### src/rtl/packer_pkg.sv
// packer_pkg: shared state, widths and byte assembly for the nibble/byte packers
package packer_pkg;
   typedef enum logic {EMPTY, HALF} pack_state_e;
   localparam int NIBBLE_W = 4;
   localparam int BYTE_W = 8;
   function automatic logic [BYTE_W-1:0] pack_byte(
      input logic [NIBBLE_W-1:0] first,
      input logic [NIBBLE_W-1:0] second,
      input logic                msb_first
   );
      return msb_first ? {first, second} : {second, first};
   endfunction
endpackage

### src/rtl/nibble_byte_packer_out_reg.sv
// pack_out_reg: one-byte output register with handshake counter
// A load wins over a same-cycle drain, so back-to-back bytes keep out_valid high.
module pack_out_reg
   import packer_pkg::*;
#(
   parameter int CNT_W = 16
) (
   input  logic              clk,
   input  logic              rst_n,
   input  logic              i_load,
   input  logic [BYTE_W-1:0] i_byte,
   input  logic              i_partial,
   input  logic              i_ready,
   output logic              o_valid,
   output logic [BYTE_W-1:0] o_byte,
   output logic              o_partial,
   output logic [CNT_W-1:0]  o_count,
   output logic              o_slot_free
);
   logic              r_valid;
   logic [BYTE_W-1:0] r_byte;
   logic              r_partial;
   logic [CNT_W-1:0]  r_count;
   logic              w_out_fire;
   assign w_out_fire  = r_valid && i_ready;
   assign o_slot_free = !r_valid || i_ready;
   assign o_valid     = r_valid;
   assign o_byte      = r_byte;
   assign o_partial   = r_partial;
   assign o_count     = r_count;
   always_ff @(posedge clk) begin
      if (!rst_n) begin
         r_valid   <= 1'b0;
         r_byte    <= '0;
         r_partial <= 1'b0;
         r_count   <= '0;
      end else begin
         if (i_load) begin
            r_valid   <= 1'b1;
            r_byte    <= i_byte;
            r_partial <= i_partial;
         end else if (w_out_fire) begin
            r_valid <= 1'b0;
         end
         if (w_out_fire) r_count <= r_count + 1'b1;
      end
   end
endmodule

### src/rtl/nibble_byte_packer.sv
// nibble_byte_packer: packs 4-bit nibbles into 8-bit bytes with valid/ready on both sides
// A last nibble arriving with nothing held is flushed as a zero-padded partial byte.
module nibble_byte_packer
   import packer_pkg::*;
#(
   parameter bit MSB_FIRST = 1'b0,
   parameter int CNT_W     = 16
) (
   input  logic                clk,
   input  logic                rst_n,
   input  logic                in_valid,
   output logic                in_ready,
   input  logic [NIBBLE_W-1:0] in_nibble,
   input  logic                in_last,
   output logic                out_valid,
   input  logic                out_ready,
   output logic [BYTE_W-1:0]   out_byte,
   output logic                out_partial,
   output logic [CNT_W-1:0]    byte_count
);
   pack_state_e         r_state;
   logic [NIBBLE_W-1:0] r_hold;
   logic                w_slot_free;
   logic                w_in_fire;
   logic                w_completes;
   logic [BYTE_W-1:0]   w_byte;
   assign in_ready    = w_slot_free || (r_state == EMPTY && !in_last);
   assign w_in_fire   = in_valid && in_ready;
   assign w_completes = r_state == HALF || in_last;
   assign w_byte      = r_state == HALF ? pack_byte(r_hold, in_nibble, MSB_FIRST)
                                        : pack_byte(in_nibble, 4'h0, MSB_FIRST);
   always_ff @(posedge clk) begin
      if (!rst_n) begin
         r_state <= EMPTY;
         r_hold  <= '0;
      end else if (w_in_fire) begin
         r_state <= w_completes ? EMPTY : HALF;
         if (!w_completes) r_hold <= in_nibble;
      end
   end
   pack_out_reg #(.CNT_W(CNT_W)) u_out (
      .clk        (clk),
      .rst_n      (rst_n),
      .i_load     (w_in_fire && w_completes),
      .i_byte     (w_byte),
      .i_partial  (r_state == EMPTY),
      .i_ready    (out_ready),
      .o_valid    (out_valid),
      .o_byte     (out_byte),
      .o_partial  (out_partial),
      .o_count    (byte_count),
      .o_slot_free(w_slot_free)
   );
endmodule
### config.mk
export PLATFORM = sky130hd
export DESIGN_NAME = nibble_byte_packer
export DESIGN_NICKNAME = d
export VERILOG_FILES = /design/src/rtl/packer_pkg.sv /design/src/rtl/nibble_byte_packer_out_reg.sv /design/src/rtl/nibble_byte_packer.sv
export SDC_FILE = /design/constraint.sdc
export NUM_CORES = 1
export LEC_CHECK = 0
export ABC_AREA = 1
export CORE_ASPECT_RATIO = 0.7
export CORE_MARGIN = 2
export CORE_UTILIZATION = 43
export CTS_CLUSTER_SIZE = 12
export DETAILED_ROUTE_END_ITERATION = 10
export HOLD_SLACK_MARGIN = 0.08
export PLACE_DENSITY = 0.78
export SLEW_MARGIN = 20
export SYNTH_ARGS = -nofsm -noshare
export SYNTH_HDL_FRONTEND = slang
export SYNTH_SLANG_ARGS = --single-unit
### constraint.sdc
create_clock -name clk -period 1.1 [get_ports clk]
set_input_delay 0.11 -clock clk [delete_from_list [all_inputs] [get_ports clk]]
set_output_delay 0.11 -clock clk [all_outputs]
set_load 0.1 [all_outputs]
==> results of run 1 <==
timing repair:
action,in CTS,in global routing
gates resized for setup,26,24
buffers inserted,8,5
cloned,1,0
pin swaps,17,21
endpoints found under the setup margin,23,32
state kept, by name, summed over array words and instances, names as in the netlist:
| name | flops |
|---|---|
| u_out.o_valid | 1 |
| r_hold | 4 |
| u_out.o_byte | 8 |
| r_state | 1 |
| u_out.o_partial | 1 |
| u_out.o_count | 16 |
kinds of logic (layout without fill, tap and decap cells):
kind of cell    count (synthesis)  in the layout
xor+xnor                        1              1
buf+inv                        27            104
simple gates                  111            112
compound gates                 33             33
fa+ha+maj                       1              1
flops                          31             31
routing by layer:
layer	global-route usage, %	part of all wire, %
met1	34.7	42
met2	38.7	46
met3	4.23	9.5
met4	9.39	2.2
met5	0	0
cells in the final DEF (no fill, tap or decap), drive strengths merged:
cell type | netlist | final
nand2 | 52 | 52
ha | 1 | 1
inv | 24 | 24
clkdlybuf4s50 | 0 | 7
dlygate4sd2 | 0 | 1
a211oi | 1 | 1
o21bai | 1 | 1
nor3b | 1 | 1
clkinv | 0 | 1
a21o | 1 | 1
nor2 | 42 | 42
a21oi | 20 | 20
o21ai | 9 | 9
dfxtp | 31 | 31
o21a | 1 | 1
xnor2 | 1 | 1
or2 | 1 | 1
nand4 | 4 | 4
clkbuf | 2 | 7
nor3 | 2 | 2
buf | 1 | 64
nand3 | 9 | 10
final cells by class:
class                           instances  share of cell area, %
Tap cell                               38                   1.71
Clock buffer                            7                   3.11
Sequential cell                        31                   24.9
Clock inverter                          1                  0.180
Inverter                               24                   3.42
Multi-Input combinational cell        147                   33.1
Timing Repair Buffer                   72                   33.5
final timing paths:
check,from,end,slack [ps],cells past startpoint
max,r_state$_SDFFE_PN0N_,r_hold[3]$_SDFFE_PN0P_,-260,6
min,out_ready,u_out.o_valid$_SDFFE_PN0P_,430,4
max reg2reg,r_state$_SDFFE_PN0N_,r_hold[3]$_SDFFE_PN0P_,-260,6
min reg2reg,u_out.o_byte[5]$_SDFFE_PN0P_,u_out.o_byte[5]$_SDFFE_PN0P_,480,2
through the flow:
| stage | setup TNS [ps] | hold WS [ps] | cell area (sq um) |
|---|---|---|---|
| final | -3600 | 428 | 2780 |
| after global routing | -5080 | 442 | 2780 |
| after CTS | -1830 | 399 | 2680 |
| after detailed placement | -8660 | 471 | 2440 |
| after global placement | -7470 | 467 | 2440 |
| after floorplan | -3100 | 223 | 1600 |
tightest hold or removal path, stage by stage:
cell and delay (ps):
sky130_fd_sc_hd__dlygate4sd2_1 260, sky130_fd_sc_hd__inv_1 100, sky130_fd_sc_hd__nand2_4 120, sky130_fd_sc_hd__a21oi_1 80
synth_stat cells (2+ instances only):
master and n:
sky130_fd_sc_hd__nand2_1 50, sky130_fd_sc_hd__nor2_1 39, sky130_fd_sc_hd__dfxtp_1 31, sky130_fd_sc_hd__inv_1 23, sky130_fd_sc_hd__a21oi_1 19, sky130_fd_sc_hd__o21ai_0 9
sky130_fd_sc_hd__nand3_1 8, sky130_fd_sc_hd__nand4_1 4, sky130_fd_sc_hd__nor2_4 3, sky130_fd_sc_hd__clkbuf_1 2, sky130_fd_sc_hd__nor3_4 2
power by group through the flow:
stage | sequential (mW) | clock, mW | combinational, mW
floorplan | 1.32 | 0 | 0.129
global placement | 1.18 | 0 | 0.462
detailed placement | 1.18 | 0 | 0.470
CTS | 1.16 | 0.934 | 0.506
global route | 1.17 | 0.986 | 0.560
finish | 1.16 | 0.946 | 0.541
==> impl_metrics.json, run 1 <==
{
  "clock_tree.buffer_depth": 2,
  "synth-seq-area-share_pct": 42.6,
  "grt_start_max_net_pins": 16,
  "dpl.hpwl_microns": 3070,
  "critical_path_required_ps": 1320,
  "grt.overflow.total": 0,
  "fin_total_pwr_mw": 2.65,
  "power.leakage_nw": 1.17,
  "power-per-cell-area_nw_per_um2": 954,
  "power.combinational.fraction_pct": 20.4,
  "final.min_clock_period_ps": 1360,
  "fin_worst_skew_ps": 8.33,
  "routed_via_density": 5.50,
  "violations": "setup timing",
  "die_height_microns": 52.7,
  "crit_path_max_incr_delay_ps": 330,
  "mappedNetlistArea_sq_um": 1460,
  "io_buf_count": 35,
  "maxCapViolCount": 0,
  "multi_input_comb_area_sq_um": 920,
  "mean_cell_area_of_the_mapped_netlist_sq_um": 7.13,
  "share_of_cells_above_drive_strength_1_pct": 51.4,
  "post_synthesis_simple_gate_area_fraction_pct": 35.5,
  "cts.htree.levels": 2,
  "wire_per_inst_microns": 17.4,
  "dr.pass1.iters": 6,
  "worstSkewPairLatency_ps": 290,
  "drt_wl_total_microns": 5560,
  "clkSlewWorstSetupHoldPaths_ps": 70,
  "placement.setup.worst_slack_ps": -405,
  "grt_setup_unrepaired": "yes",
  "timing.critical_path.to_type": "flop",
  "fin_nets": 291,
  "synthTopCellsByArea": "sky130_fd_sc_hd__dfxtp_1, sky130_fd_sc_hd__nand2_1, sky130_fd_sc_hd__nor2_1, sky130_fd_sc_hd__a21oi_1, sky130_fd_sc_hd__inv_1",
  "syn-instance-count": 204,
  "number_of_storage_elements_in_the_synthesis_netlist": 31,
  "dieWidth_microns": 73.5,
  "critical-path-slowest-cell": "sky130_fd_sc_hd__dfxtp_2",
  "synth.mux.area_fraction_pct": 0,
  "grt_pass1_wl_microns": 7120,
  "post_cts_hold_buffer_count": 0,
  "share_seq_of_total_power_pct": 43.9,
  "synth_top_area_share_pct": 42.6,
  "layout_setup_ws_ps": -258,
  "floorplan.initialDensity_pct": 45.6,
  "timing.critical_path.cells": "or2_4, buf_4, nor2_4, buf_6, o21ai_0, nor2_1",
  "row_count": 17,
  "status": "complete, but fails checks",
  "yosys_most_used_dff": "sky130_fd_sc_hd__dfxtp_1",
  "yosys.area.top_type": "sky130_fd_sc_hd__dfxtp_1",
  "worst_vdd_drop_v": 0.00108,
  "cts_inserted_buffers": 5,
  "num_io_pins": 36,
  "syn_nets": 214,
  "slew-limit-headroom_pct": 78.0,
  "hold_viol_final": 0,
  "worst_path_dominant_cell_family": "simple AND/OR/NAND/NOR gates",
  "worst_setup_start_kind": "flop",
  "synth_async_sr_flop_share_pct": 0,
  "clock-root-buffer": "sky130_fd_sc_hd__clkbuf_8",
  "drt_drc": 0,
  "synth_top_family_by_area": "simple AND/OR/NAND/NOR gates",
  "initial_antenna_violation_count": 0,
  "power.switching_fraction_pct": 30.4,
  "layout.filler_cells": 137,
  "vias": 1761,
  "worst_pin_slew_ps": 329,
  "synth_enable_flop_cells": 0,
  "arrival_ps": 1570,
  "cellInternalPower_mw": 1.84,
  "number_of_global_route_vias_before_repair": 1538,
  "synthDistinctLibCells": 25,
  "power.switching_uw": 806,
  "synth_compound_area_share_pct": 12.6,
  "numClockSinks": 31,
  "worst-setup-path-type": "reg2reg",
  "instances_no_fill": 320,
  "dp_cells": 300,
  "clockPowerShare_pct": 35.7,
  "grt_util_all_layers_pct": 25.0,
  "critical_path_buf_inv_count": 2,
  "synth_xor_area_share_pct": 0.602,
  "ff_latch_area_sq_um": 692,
  "path_max_fanout": 4,
  "die_area_sq_um": 3870,
  "floorplan.core_area_sq_um": 3190,
  "fmax_mhz": 737,
  "drt_iter0_markers": 228,
  "post-route-util_pct": 87.0,
  "areaGrowthSynthToFinish_pct": 90.8,
  "cts_tree": "done",
  "maxSlewViolCount": 0,
  "finalCritPeriodShare_pct": 123,
  "hold_class": "in2reg",
  "antenna_cells_inserted": 0,
  "final-setup-viol-count": 31,
  "ant_nets": 0,
  "final_gp_congestion": 0.884,
  "yosys_warnings": 0,
  "synth_fa_ha_area_share_pct": 0.860
}
Power figures use the tool's default switching activity.
==> inputs of run 2 (changes only) <==
SLEW_MARGIN = unset   (was 20)
==> results of run 2 <==
Final layout, timing and power as in run 1 (identical DEF).
==> inputs of run 3 (changes only) <==
CORE_UTILIZATION = 35   (was 43)
PLACE_DENSITY = 0.66   (was 0.78)
==> run 3 against run 2 <==
The flow still finishes with violations (setup timing). Non-clock buffer count did not move. Critical path depth shrank 2. Worst setup slack better by 37 ps. Sequential power about the same. Final area up 1.5%. Routed wire length shrank 20%. Register-to-register slack improved by 90 ps. Sequential cell count did not move. Global-route usage fell by 4.2 points. Critical endpoint is now in_ready. Largest cell class unchanged. Clock-buffer cell count unchanged. Fmax is 2.8% higher. Core utilization decreased by 16 points.
==> impl_metrics.json, run 3 (synthesis gave the netlist of run 1 again) <==
{
  "rr_worst_depth": 8,
  "clock-root-buffer": "sky130_fd_sc_hd__clkbuf_8",
  "finalCritPeriodShare_pct": 120,
  "worst_setup_start_kind": "flop",
  "timing.critical_path.to_type": "output port",
  "areaGrowthSynthToFinish_pct": 93.7,
  "share_of_cells_above_drive_strength_1_pct": 50.0,
  "dp_cells": 316,
  "dieWidth_microns": 81.1,
  "grt_setup_unrepaired": "yes",
  "grt_util_all_layers_pct": 20.7,
  "worst_vdd_drop_v": 0.000668,
  "power-per-cell-area_nw_per_um2": 960,
  "die_area_sq_um": 4700,
  "path_max_fanout": 2,
  "fin_total_pwr_mw": 2.71,
  "die_height_microns": 57.9,
  "final-setup-viol-count": 30,
  "cts_inserted_buffers": 5,
  "io_buf_count": 35,
  "layout_commonest_cell": "sky130_fd_sc_hd__nand2_1",
  "vias": 1603,
  "floorplan.initialDensity_pct": 36.9,
  "grt_pass1_wl_microns": 7250,
  "final.min_clock_period_ps": 1320,
  "ant_nets": 0,
  "antenna_cells_inserted": 0,
  "drt_drc": 0,
  "status": "complete, but fails checks",
  "power.switching_fraction_pct": 29.4,
  "drt_iter0_markers": 85,
  "layout_setup_ws_ps": -220,
  "layout_common_cells": "sky130_fd_sc_hd__nand2_1, sky130_fd_sc_hd__nor2_1, sky130_fd_sc_hd__buf_12",
  "rrSetupSlack_ps": -170,
  "share_seq_of_total_power_pct": 42.8,
  "worstHoldStart": "in_nibble[2]",
  "cts_tree": "done",
  "worst_pin_slew_ps": 320,
  "cts.htree.levels": 2,
  "clockPowerShare_pct": 37.9,
  "hold_class": "in2reg",
  "num_io_pins": 36,
  "wire_per_inst_microns": 13.4,
  "min_path_cells": 3,
  "grt_start_max_net_pins": 16,
  "power.leakage_nw": 1.19,
  "fmax_mhz": 757,
  "slew-limit-headroom_pct": 78.6,
  "capture_point_of_the_worst_reg_to_reg_path": "u_out.o_count[11]$_SDFFE_PN0P_",
  "grt.overflow.total": 0,
  "floorplan.core_area_sq_um": 3950,
  "largest_reg_flops": 16,
  "dpl.hpwl_microns": 2970,
  "maxSlewViolCount": 0,
  "critical_path_required_ps": 990,
  "timing.rr.start": "u_out.o_count[1]$_SDFFE_PN0P_",
  "number_of_global_route_vias_before_repair": 1528,
  "hold_viol_final": 0,
  "dr.pass1.iters": 4,
  "power.switching_uw": 796,
  "maxCapViolCount": 0,
  "clkSlewWorstSetupHoldPaths_ps": 70,
  "instances_no_fill": 334,
  "worst-setup-path-type": "reg2out",
  "final_gp_congestion": 0.860,
  "power.combinational.fraction_pct": 19.4,
  "hold_end": "u_out.o_byte[6]$_SDFFE_PN0P_",
  "drt_wl_total_microns": 4470,
  "violations": "setup timing",
  "row_count": 19,
  "fin_worst_skew_ps": 10.2,
  "placement.setup.worst_slack_ps": -403,
  "routed_via_density": 4.80,
  "arrival_ps": 1210,
  "worstSkewPairLatency_ps": 290,
  "initial_antenna_violation_count": 0,
  "numClockSinks": 31,
  "clock_tree.buffer_depth": 2,
  "fin_nets": 291,
  "post_cts_hold_buffer_count": 0,
  "cellInternalPower_mw": 1.91
}
==> run 3: how the worst max path moves through the flow <==
stage | startpoint | end
after floorplan | u_out.o_count[1]$_SDFFE_PN0P_ | u_out.o_count[10]$_SDFFE_PN0P_
after global placement | out_ready | u_out.o_count[12]$_SDFFE_PN0P_
after detailed placement | out_ready | u_out.o_count[12]$_SDFFE_PN0P_
after CTS | r_state$_SDFFE_PN0N_ | in_ready
after global routing | r_state$_SDFFE_PN0N_ | in_ready
final | r_state$_SDFFE_PN0N_ | in_ready
==> run 3: final cells by class <==
type | instances | area [sq um]
well taps | 52 | 65.1
repair buffers | 72 | 963
clock buffers | 7 | 96.3
fillers | 289 | 1130
inverters | 24 | 95.1
multi-input cells | 147 | 901
clock inverters | 1 | 6.26
flip-flops and latches | 31 | 692
==> run 3: stage by stage <==
stage / setup TNS, ps / utilization (%) / hold WS [ps] / cell area (sq um)
2_1_floorplan: -3100 / - / 223 / 1600
3_3_place_gp: -7730 / 62.6 / 467 / 2470
3_5_place_dp: -8420 / 62.6 / 467 / 2470
4_1_cts: -1980 / 69.8 / 435 / 2750
5_1_grt: -4910 / 71.4 / 462 / 2820
6_report: -2900 / 71.4 / 435 / 2820
==> run 3: worst max-delay path: stages, from the launching register on <==
cell,delay [ps]
sky130_fd_sc_hd__dfxtp_2,330
sky130_fd_sc_hd__or2_4,230
sky130_fd_sc_hd__buf_6,120
sky130_fd_sc_hd__nand3_4,60
sky130_fd_sc_hd__buf_12,170
==> run 3: layer usage <==
metal | routed length (microns) | share of wire [%] | GRT usage [%] | vias up
li1 | - | - | - | 811
met1 | 2170 | 49 | 29.3 | 739
met2 | 2010 | 45 | 29.8 | 40
met3 | 184 | 4.1 | 6.54 | 13
met4 | 100 | 2.2 | 7.75 | 0
met5 | 0 | 0 | 0 | -
==> run 3: power by group through the flow <==
stage                     logic (mW)  registers, mW  clock network [mW]
after floorplan                0.129           1.32                   0
after global placement         0.463           1.18                   0
after detailed placement       0.470           1.18                   0
after CTS                      0.509           1.16                1.03
after global routing           0.555           1.16                1.09
final                          0.525           1.16                1.02
==> run 3: timing repair <==
action | 4_1_cts | 5_1_grt
setup endpoints to repair | 21 | 36
cloned | 1 | 0
pin swaps | 18 | 13
gates resized for setup | 30 | 12
setup buffers | 6 | 4
